### src/rtl/spi_pkg.sv
// Shared constants and types for the SPI responder data path.
// Mode encoding is {cpol, cpha}.
package spi_pkg;

    localparam int SPI_DWIDTH = 8;

    typedef enum logic {
        IDLE = 1'b0,
        XFER = 1'b1
    } spi_state_e;

    localparam logic [1:0] MODE0 = 2'b00;
    localparam logic [1:0] MODE1 = 2'b01;
    localparam logic [1:0] MODE2 = 2'b10;
    localparam logic [1:0] MODE3 = 2'b11;

endpackage

### src/rtl/spi_slave_shifter_if.sv
// SPI pin bundle between an external master and the responder.
// The master drives sck/ss_n/mosi; the responder drives miso/miso_oe.
interface spi_slave_shifter_if;

    logic sck;
    logic ss_n;
    logic mosi;
    logic miso;
    logic miso_oe;

    modport master (
        output sck,
        output ss_n,
        output mosi,
        input  miso,
        input  miso_oe
    );

    modport slave (
        input  sck,
        input  ss_n,
        input  mosi,
        output miso,
        output miso_oe
    );

endinterface

### src/rtl/spi_sync2.sv
// Two-flop synchronizer for one asynchronous pin.
// RST_VAL should match the pin's idle level.
module spi_sync2 #(
    parameter logic RST_VAL = 1'b0
) (
    input  logic clk,
    input  logic rst,
    input  logic d_i,
    output logic q_o
);

    logic [1:0] sr_q;

    always_ff @(posedge clk) begin
        if (rst) begin
            sr_q <= {2{RST_VAL}};
        end else begin
            sr_q <= {sr_q[0], d_i};
        end
    end

    assign q_o = sr_q[1];

endmodule

### src/rtl/spi_slave_shifter.sv
// SPI responder: oversampled pins, rx/tx shift registers and
// SPDR-style host register with SPIF/WCOL/OVR flags.
module spi_slave_shifter
    import spi_pkg::*;
#(
    parameter int DWIDTH = SPI_DWIDTH
) (
    input  logic              clk,
    input  logic              rst,
    spi_slave_shifter_if.slave spi,
    input  logic              cpol,
    input  logic              cpha,
    input  logic              SPDR_wr_en,
    input  logic [DWIDTH-1:0] SPDR_in,
    input  logic              flag_clr,
    output logic [DWIDTH-1:0] SPDR_out,
    output logic              spif,
    output logic              wcol,
    output logic              ovr,
    output logic              busy
);

    localparam int CW = $clog2(DWIDTH);
    localparam logic [CW-1:0] CNT_LAST = CW'(DWIDTH - 1);

    logic sck_s;
    logic ss_s;
    logic mosi_s;
    logic sck_d_q;

    spi_sync2 #(.RST_VAL(1'b0)) u_sync_sck (
        .clk (clk),
        .rst (rst),
        .d_i (spi.sck),
        .q_o (sck_s)
    );

    spi_sync2 #(.RST_VAL(1'b1)) u_sync_ss (
        .clk (clk),
        .rst (rst),
        .d_i (spi.ss_n),
        .q_o (ss_s)
    );

    spi_sync2 #(.RST_VAL(1'b0)) u_sync_mosi (
        .clk (clk),
        .rst (rst),
        .d_i (spi.mosi),
        .q_o (mosi_s)
    );

    spi_state_e        state_q, state_d;
    logic [CW-1:0]     bit_cnt_q, bit_cnt_d;
    logic [DWIDTH-1:0] rx_sr_q, rx_sr_d;
    logic [DWIDTH-1:0] tx_sr_q, tx_sr_d;
    logic [DWIDTH-1:0] tx_buf_q, tx_buf_d;
    logic [DWIDTH-1:0] spdr_q, spdr_d;
    logic              spif_q, spif_d;
    logic              wcol_q, wcol_d;
    logic              ovr_q, ovr_d;

    logic              sck_edge;
    logic              lead_e;
    logic              trail_e;
    logic              sample_e;
    logic              shift_e;
    logic [DWIDTH-1:0] rx_next;

    assign sck_edge = sck_s ^ sck_d_q;
    assign lead_e   = sck_edge & (sck_s != cpol);
    assign trail_e  = sck_edge & (sck_s == cpol);
    assign rx_next  = {rx_sr_q[DWIDTH-2:0], mosi_s};

    always_comb begin
        sample_e = 1'b0;
        shift_e  = 1'b0;
        unique case ({cpol, cpha})
            MODE0, MODE2: begin
                sample_e = lead_e;
                shift_e  = trail_e;
            end
            MODE1, MODE3: begin
                sample_e = trail_e;
                shift_e  = lead_e;
            end
        endcase
    end

    always_comb begin
        state_d   = state_q;
        bit_cnt_d = bit_cnt_q;
        rx_sr_d   = rx_sr_q;
        tx_sr_d   = tx_sr_q;
        tx_buf_d  = tx_buf_q;
        spdr_d    = spdr_q;
        spif_d    = spif_q & ~flag_clr;
        wcol_d    = wcol_q & ~flag_clr;
        ovr_d     = ovr_q & ~flag_clr;

        // tx_buf may only change between words
        if (SPDR_wr_en) begin
            if (bit_cnt_q == '0) begin
                tx_buf_d = SPDR_in;
            end else begin
                wcol_d = 1'b1;
            end
        end

        unique case (state_q)
            IDLE: begin
                if (!ss_s) begin
                    state_d   = XFER;
                    tx_sr_d   = tx_buf_q;
                    bit_cnt_d = '0;
                end
            end
            XFER: begin
                if (ss_s) begin
                    state_d   = IDLE;
                    bit_cnt_d = '0;
                    rx_sr_d   = '0;
                end else if (sample_e) begin
                    rx_sr_d = rx_next;
                    if (bit_cnt_q == CNT_LAST) begin
                        bit_cnt_d = '0;
                        spdr_d    = rx_next;
                        ovr_d     = ovr_d | spif_q;
                        spif_d    = 1'b1;
                    end else begin
                        bit_cnt_d = bit_cnt_q + 1'b1;
                    end
                end else if (shift_e) begin
                    if (bit_cnt_q == '0) begin
                        tx_sr_d = tx_buf_q;
                    end else begin
                        tx_sr_d = {tx_sr_q[DWIDTH-2:0], 1'b0};
                    end
                end
            end
            default: state_d = IDLE;
        endcase
    end

    always_ff @(posedge clk) begin
        if (rst) begin
            state_q   <= IDLE;
            sck_d_q   <= 1'b0;
            bit_cnt_q <= '0;
            rx_sr_q   <= '0;
            tx_sr_q   <= '0;
            tx_buf_q  <= '0;
            spdr_q    <= '0;
            spif_q    <= 1'b0;
            wcol_q    <= 1'b0;
            ovr_q     <= 1'b0;
        end else begin
            state_q   <= state_d;
            sck_d_q   <= sck_s;
            bit_cnt_q <= bit_cnt_d;
            rx_sr_q   <= rx_sr_d;
            tx_sr_q   <= tx_sr_d;
            tx_buf_q  <= tx_buf_d;
            spdr_q    <= spdr_d;
            spif_q    <= spif_d;
            wcol_q    <= wcol_d;
            ovr_q     <= ovr_d;
        end
    end

    assign busy        = (state_q == XFER);
    assign spi.miso    = busy & tx_sr_q[DWIDTH-1];
    assign spi.miso_oe = busy;
    assign SPDR_out    = spdr_q;
    assign spif        = spif_q;
    assign wcol        = wcol_q;
    assign ovr         = ovr_q;

endmodule
### src/flat_wrapper.sv
// flat-port wrapper written by rule: the top's interface ports become plain ports
module spi_slave_shifter_flat import spi_pkg::*;
#(
    parameter int DWIDTH = SPI_DWIDTH
)
  (clk, rst, cpol, cpha, SPDR_wr_en, SPDR_in, flag_clr, SPDR_out, spif, wcol, ovr, busy, spi_sck, spi_ss_n, spi_mosi, spi_miso, spi_miso_oe);
  spi_slave_shifter_if spi_i ();
  input  logic clk;
  input  logic rst;
  input  logic cpol;
  input  logic cpha;
  input  logic SPDR_wr_en;
  input  logic [DWIDTH-1:0] SPDR_in;
  input  logic flag_clr;
  output logic [DWIDTH-1:0] SPDR_out;
  output logic spif;
  output logic wcol;
  output logic ovr;
  output logic busy;
  input wire logic [$bits(spi_i.sck)-1:0] spi_sck;
  input wire logic [$bits(spi_i.ss_n)-1:0] spi_ss_n;
  input wire logic [$bits(spi_i.mosi)-1:0] spi_mosi;
  output wire logic [$bits(spi_i.miso)-1:0] spi_miso;
  output wire logic [$bits(spi_i.miso_oe)-1:0] spi_miso_oe;
  assign spi_i.sck = spi_sck;
  assign spi_i.ss_n = spi_ss_n;
  assign spi_i.mosi = spi_mosi;
  assign spi_miso = spi_i.miso;
  assign spi_miso_oe = spi_i.miso_oe;
  spi_slave_shifter #(.DWIDTH(DWIDTH)) u_core (.clk(clk), .rst(rst), .spi(spi_i), .cpol(cpol), .cpha(cpha), .SPDR_wr_en(SPDR_wr_en), .SPDR_in(SPDR_in), .flag_clr(flag_clr), .SPDR_out(SPDR_out), .spif(spif), .wcol(wcol), .ovr(ovr), .busy(busy));
endmodule
### config.mk
export PLATFORM = sky130hd
export DESIGN_NAME = spi_slave_shifter_flat
export DESIGN_NICKNAME = d
export VERILOG_FILES = /design/src/rtl/spi_pkg.sv /design/src/rtl/spi_slave_shifter_if.sv /design/src/rtl/spi_sync2.sv /design/src/rtl/spi_slave_shifter.sv /design/src/flat_wrapper.sv
export SDC_FILE = /design/constraint.sdc
export NUM_CORES = 1
export LEC_CHECK = 0
export CAP_MARGIN = 20
export CELL_PAD_IN_SITES_DETAIL_PLACEMENT = 1
export CELL_PAD_IN_SITES_GLOBAL_PLACEMENT = 2
export CORE_ASPECT_RATIO = 1.1
export CORE_MARGIN = 2
export CORE_UTILIZATION = 30
export CTS_CLUSTER_SIZE = 8
export DETAILED_ROUTE_END_ITERATION = 16
export PLACE_DENSITY_LB_ADDON = 0.2
export SYNTH_ARGS = -nofsm -noshare
export SYNTH_HDL_FRONTEND = slang
export SYNTH_HIERARCHICAL = 1
export SYNTH_SLANG_ARGS = --single-unit
### constraint.sdc
create_clock -name clk -period 1.48 [get_ports clk]
set_input_delay 0.444 -clock clk [delete_from_list [all_inputs] [get_ports clk]]
set_output_delay 0.444 -clock clk [all_outputs]
set_load 0.01 [all_outputs]
======== Yosys cells after proc, flatten, opt, wreduce, memory -nomap -nowiden ========
Cells that the tools add are included.
operators by class
  equal/unequal tests ..................... 11
  add/sub/neg operators ................... 1
  reductions and logical operators ........ 10
  muxes and demuxes ....................... 26
  bitwise logic cells ..................... 11
operators with widths
  cell                                            count
  2-to-1 mux 8 bit                                5
  one-hot mux 8 bit (2 select lines)              1
  2-to-1 mux 7 bit                                2
  2-to-1 mux 3 bit                                4
  2-to-1 mux 1 bit                                11
  inequality test 2 bit (second input constant)   4
  AND reduction 4 bit                             2
  AND 1 bit                                       6
  one-hot mux 3 bit (2 select lines)              1
  AND reduction 2 bit                             3
  == test 2 bit (second input constant)           2
  one-hot mux 1 bit (2 select lines)              2
  OR reduction 2 bit                              2
  adder 3 x 1 -> 3 bit (second input constant)    1
  == test 3 bit (second input constant)           1
  zero test 3 bit                                 1
  inequality test 3 bit (second input constant)   1
  inverter 1 bit                                  3
  == test 2 x 1 -> 1 bit (second input constant)  1
  zero test 2 bit                                 1
  nonzero test 2 bit                              1
  == test 1 bit                                   1
  inequality test 1 bit                           1
  bitwise OR 1 bit                                1
  bitwise XOR 1 bit                               1
storage, ports and cells
  input bits .............................. 17
  bits in registers ....................... 45
  logic and storage cells ................. 72

======== Depth between registers and ports, before layout ========
  word-level depth ........................ 7
  depth in mapped cells ................... 7
  depth with buffers taken out ............ 6

======== By module ========
The synthesis kept the hierarchy.
by module, submodules not included
  module             area each (µm²)  cells an instance  instances
  spi_slave_shifter  1,924.3          204                1
  spi_sync2          52.6             4                  3

======== Least setup slack after synthesis ========
No wires, ideal clock.
  path type ............................... input to register
  from .................................... input port cpol
  to ...................................... register u_core.spdr_q[0] (netlist: u_core/SPDR_out[0])
  data arrival time ....................... 1.402 ns
  cell stages on the path ................. 5
  slack ................................... -0.040 ns
  buffers on the path ..................... 1
  cell sequence ........................... xnor2_2 mux2_4 and2_4 buf_6 mux2i_1
between the ends
  longest elaborated chain between the ends .. 4
  elaborated cells between the ends (all ways) .. 12
ends and longest elaborated chain
  element                                               RTL line                  source
  from (decl)                                           flat_wrapper.sv:10        input logic cpol;
  == test 2 x 1 -> 1 bit, or another cell as far along  spi_slave_shifter.sv:77   unique case ({cpol, cpha})
  OR reduction 2 bit, or another cell as far along      spi_slave_shifter.sv:77
  one-hot mux 1 bit (2 select lines) (*)                spi_slave_shifter.sv:77
  AND reduction 4 bit (no line) (*)                     n/a
  to (signal assigned)                                  spi_slave_shifter.sv:163  spdr_q <= spdr_d;
  to (decl)                                             spi_slave_shifter.sv:57   logic [DWIDTH-1:0] spdr_q, spdr_d;
Mark *: on every way between the ends. The rest lies on a longest branch, timed or not.
A chain may end at the register's enable or synchronous reset.

======== Worst setup path in the final report ========
  from .................................... register u_core.state_q (netlist: u_core/busy)
  to ...................................... register u_core.bit_cnt_q[0]
between the ends
  longest elaborated chain between the ends .. 3
  elaborated cells between the ends (all ways) .. 5
ends and longest elaborated chain
  element                          RTL line                  source
  from (decl)                      spi_slave_shifter.sv:52   spi_state_e state_q, state_d;
  from (signal assigned)           spi_slave_shifter.sv:157  state_q <= state_d;
  inverter 1 bit                   spi_slave_shifter.sv:109  unique case (state_q)
  inequality test 2 bit (no line)  n/a
  AND reduction 2 bit (no line)    n/a
  to (signal assigned)             spi_slave_shifter.sv:159  bit_cnt_q <= bit_cnt_d;
  to (decl)                        spi_slave_shifter.sv:53   logic [CW-1:0] bit_cnt_q, bit_cnt_d;
Parallel ways exist; a longest one is shown, timed or not.

==> results.json <==
{
  "outcome": "finished with violations",
  "failed_checks": "setup timing",
  "syn_inst": 216,
  "antenna_cells": 0,
  "start_util_pct": 31.2,
  "routabilityCongestion": 0.662,
  "p_leak_nw": 1.16,
  "vias": 1580,
  "grt_setup_unrepaired": "yes",
  "synth_seq_cells": 45,
  "worst_slack_ns": -0.0196,
  "synth_area_um2": 2080,
  "powerDensity_nw_per_um2": 798,
  "dp_hpwl_um": 2980,
  "mostFrequentLayoutCell": "dfxtp_1",
  "coreArea_um2": 6670,
  "area_growth_pct": 34.1,
  "grt_pass1_wl_um": 7530,
  "cts_hold_buf": 0,
  "clockBufferDepth": 2,
  "antenna_found_initial": 0,
  "ios": 31,
  "ir_drop_mv": 0.388,
  "rows": 31,
  "fin_worst_skew_ns": 0.00700,
  "nFillCells": 773,
  "holdWs_ns": 0.416,
  "synth_seq_area_share_pct": 43.3,
  "finalHoldViolations": 0,
  "cp_data_arrival_time_ns": 1.72,
  "finalMaxSlewViolations": 0,
  "insertion_delay_ns": 0.29,
  "period_minus_slack_ns": 1.50,
  "ys_warn_count": 6,
  "clock_sinks": 45,
  "postSynthNetCount": 237,
  "synth_edf_count": 0,
  "drtIter0Drc": 34,
  "yosysTopAreaCell": "dfxtp_1",
  "setup.worst_path.start_class": "flop",
  "fin_setup_tns_ns": -0.0196,
  "criticalPathCategory": "flop to flop",
  "die-width_um": 83.4,
  "total_power_w": 0.00223,
  "netlist.area_leader.share_pct": 43.3,
  "fin_crit_sh_pct": 101,
  "fmax_mhz": 667,
  "synth_flop_cell": "dfxtp_1",
  "gr-usage-all-layers_pct": 12.1,
  "final_cell_mix": "41 x dfxtp_1, 27 x nand2b_1, 24 x mux2i_1",
  "dieArea_um2": 7620,
  "cts_tree": "built",
  "grt_max_degree": 64,
  "post-route-util_pct": 41.8,
  "nNetsFinal": 278,
  "die_height_um": 91.4,
  "cts_buffers": 5,
  "crit_fanout": 4,
  "ys_types": 31,
  "viasPerCell": 4.66,
  "avgSynthCellArea_um2": 9.64,
  "portBuffers": 30,
  "drive_gt1_share_pct": 22.2,
  "maxCapViolations": 0,
  "grt.overflow.total": 0,
  "clk_pin_slew_ns": 0.08,
  "async_flop_share_pct": 0,
  "cp.required_ns": 1.70,
  "synth.top_cells.by_area": "dfxtp_1 43%, mux2i_1 12%, nand2b_1 8.4%, nor2b_1 5.4%, a21oi_1 4.3%",
  "worstSetupEndpointType": "flop",
  "wl_um": 4560,
  "setup_viol": 1,
  "tightest_slew_ns": 0.264,
  "worstHoldPathType": "flop to flop",
  "route.detailed.drc": 0,
  "wl_per_cell_um": 13.4,
  "grt_pass1_vias": 1564,
  "ant_nets": 0,
  "first_pass_iters": 4,
  "htreeDepth": 2,
  "slew_headroom_pct": 82.3,
  "cts.root.buffer_cell": "clkbuf_8"
}
-- Yosys cell counts, types with 3 or more instances --
master	count
o21bai_1	7
clkbuf_1	10
nand2b_1	28
mux2i_1	24
dfxtp_1	45
nand3b_1	10
ha_1	4
buf_2	3
a21oi_1	18
nor2b_1	18
a21boi_0	7
and3_1	7
nor2_1	11
-- final timing paths --
| kind | endpoint | depth (start not counted) | start | slack (ns) |
|---|---|---|---|---|
| worst min register to register | u_core/u_sync_ss/sr_q[1] | 1 | u_core/u_sync_ss/sr_q[0] | 0.42 |
| worst min-delay path | u_core/u_sync_ss/sr_q[1] | 1 | u_core/u_sync_ss/sr_q[0] | 0.42 |
| worst max-delay path | u_core/bit_cnt_q[0] | 5 | u_core/busy | -0.02 |
| worst max register to register | u_core/bit_cnt_q[0] | 5 | u_core/busy | -0.02 |
-- metrics by stage --
step	setup slack [ns]	cells	area (um2)
final	-0.0196	339	2790
after global routing	-0.0676	339	2790
after CTS	-0.00113	337	2720
after detailed placement	-0.577	324	2540
after global placement	-0.551	324	2540
after floorplan	0.0106	216	2090
-- report_power, final --
group / internal [W] / switching, W / leakage (nW)
Combinational: 0.000129 / 0.0000882 / 0.750
Clock: 0.000371 / 0.000393 / 0.0443
Sequential: 0.00123 / 0.0000154 / 0.368
-- registers in the layout (all words and copies together), names as in the netlist --
name	cells
u_core/SPDR_out	8
u_core/bit_cnt_q	3
u_core/busy	1
u_core/ovr	1
u_core/rx_sr_q	7
u_core/sck_d_q	1
u_core/spif	1
u_core/tx_buf_q	8
u_core/tx_sr_q	8
u_core/u_sync_mosi/sr_q	2
u_core/u_sync_sck/sr_q	2
u_core/u_sync_ss/sr_q	2
u_core/wcol	1
-- final cells by class --
type	count	area [um2]	area share (%)
multi-input combinational	154	1220	43.6
timing repair buffer	49	464	16.6
clock buffer	7	86.3	3.09
sequential	45	913	32.7
inverter	2	7.51	0.269
tap	82	103	3.68
-- metal layers --
metal  track usage, %  share of wire, %  up-vias
met5                0                 0        -
met4             3.63               1.3        0
met3             3.00               3.2        5
met2             19.3                46       23
met1             16.2                49      738
li1                 -                 -      814
-- cell families after synthesis --
kind of cell / count (synthesis) / share of synthesized area (%)
mux: 26 / 12.9
buf+inv: 18 / 4.15
fa+ha+maj: 4 / 2.40
flops: 45 / 43.3
simple gates: 85 / 25.4
xor+xnor: 1 / 0.781
compound gates: 37 / 11.1
-- critical path: stages (launching register included) --
cell      delay [ns]
dfxtp_4         0.39
buf_6           0.11
nor4bb_4        0.21
mux2_4          0.20
or4b_4          0.46
o31ai_2         0.07
-- repair_timing --
item | in CTS | in global routing
buffers inserted | 5 | 2
endpoints found under the setup margin | 42 | 21
pin swaps | 1 | 2
resized for setup | 41 | 18
gates cloned | 1 | 0
No activity file was read; power rests on OpenSTA's default activity.
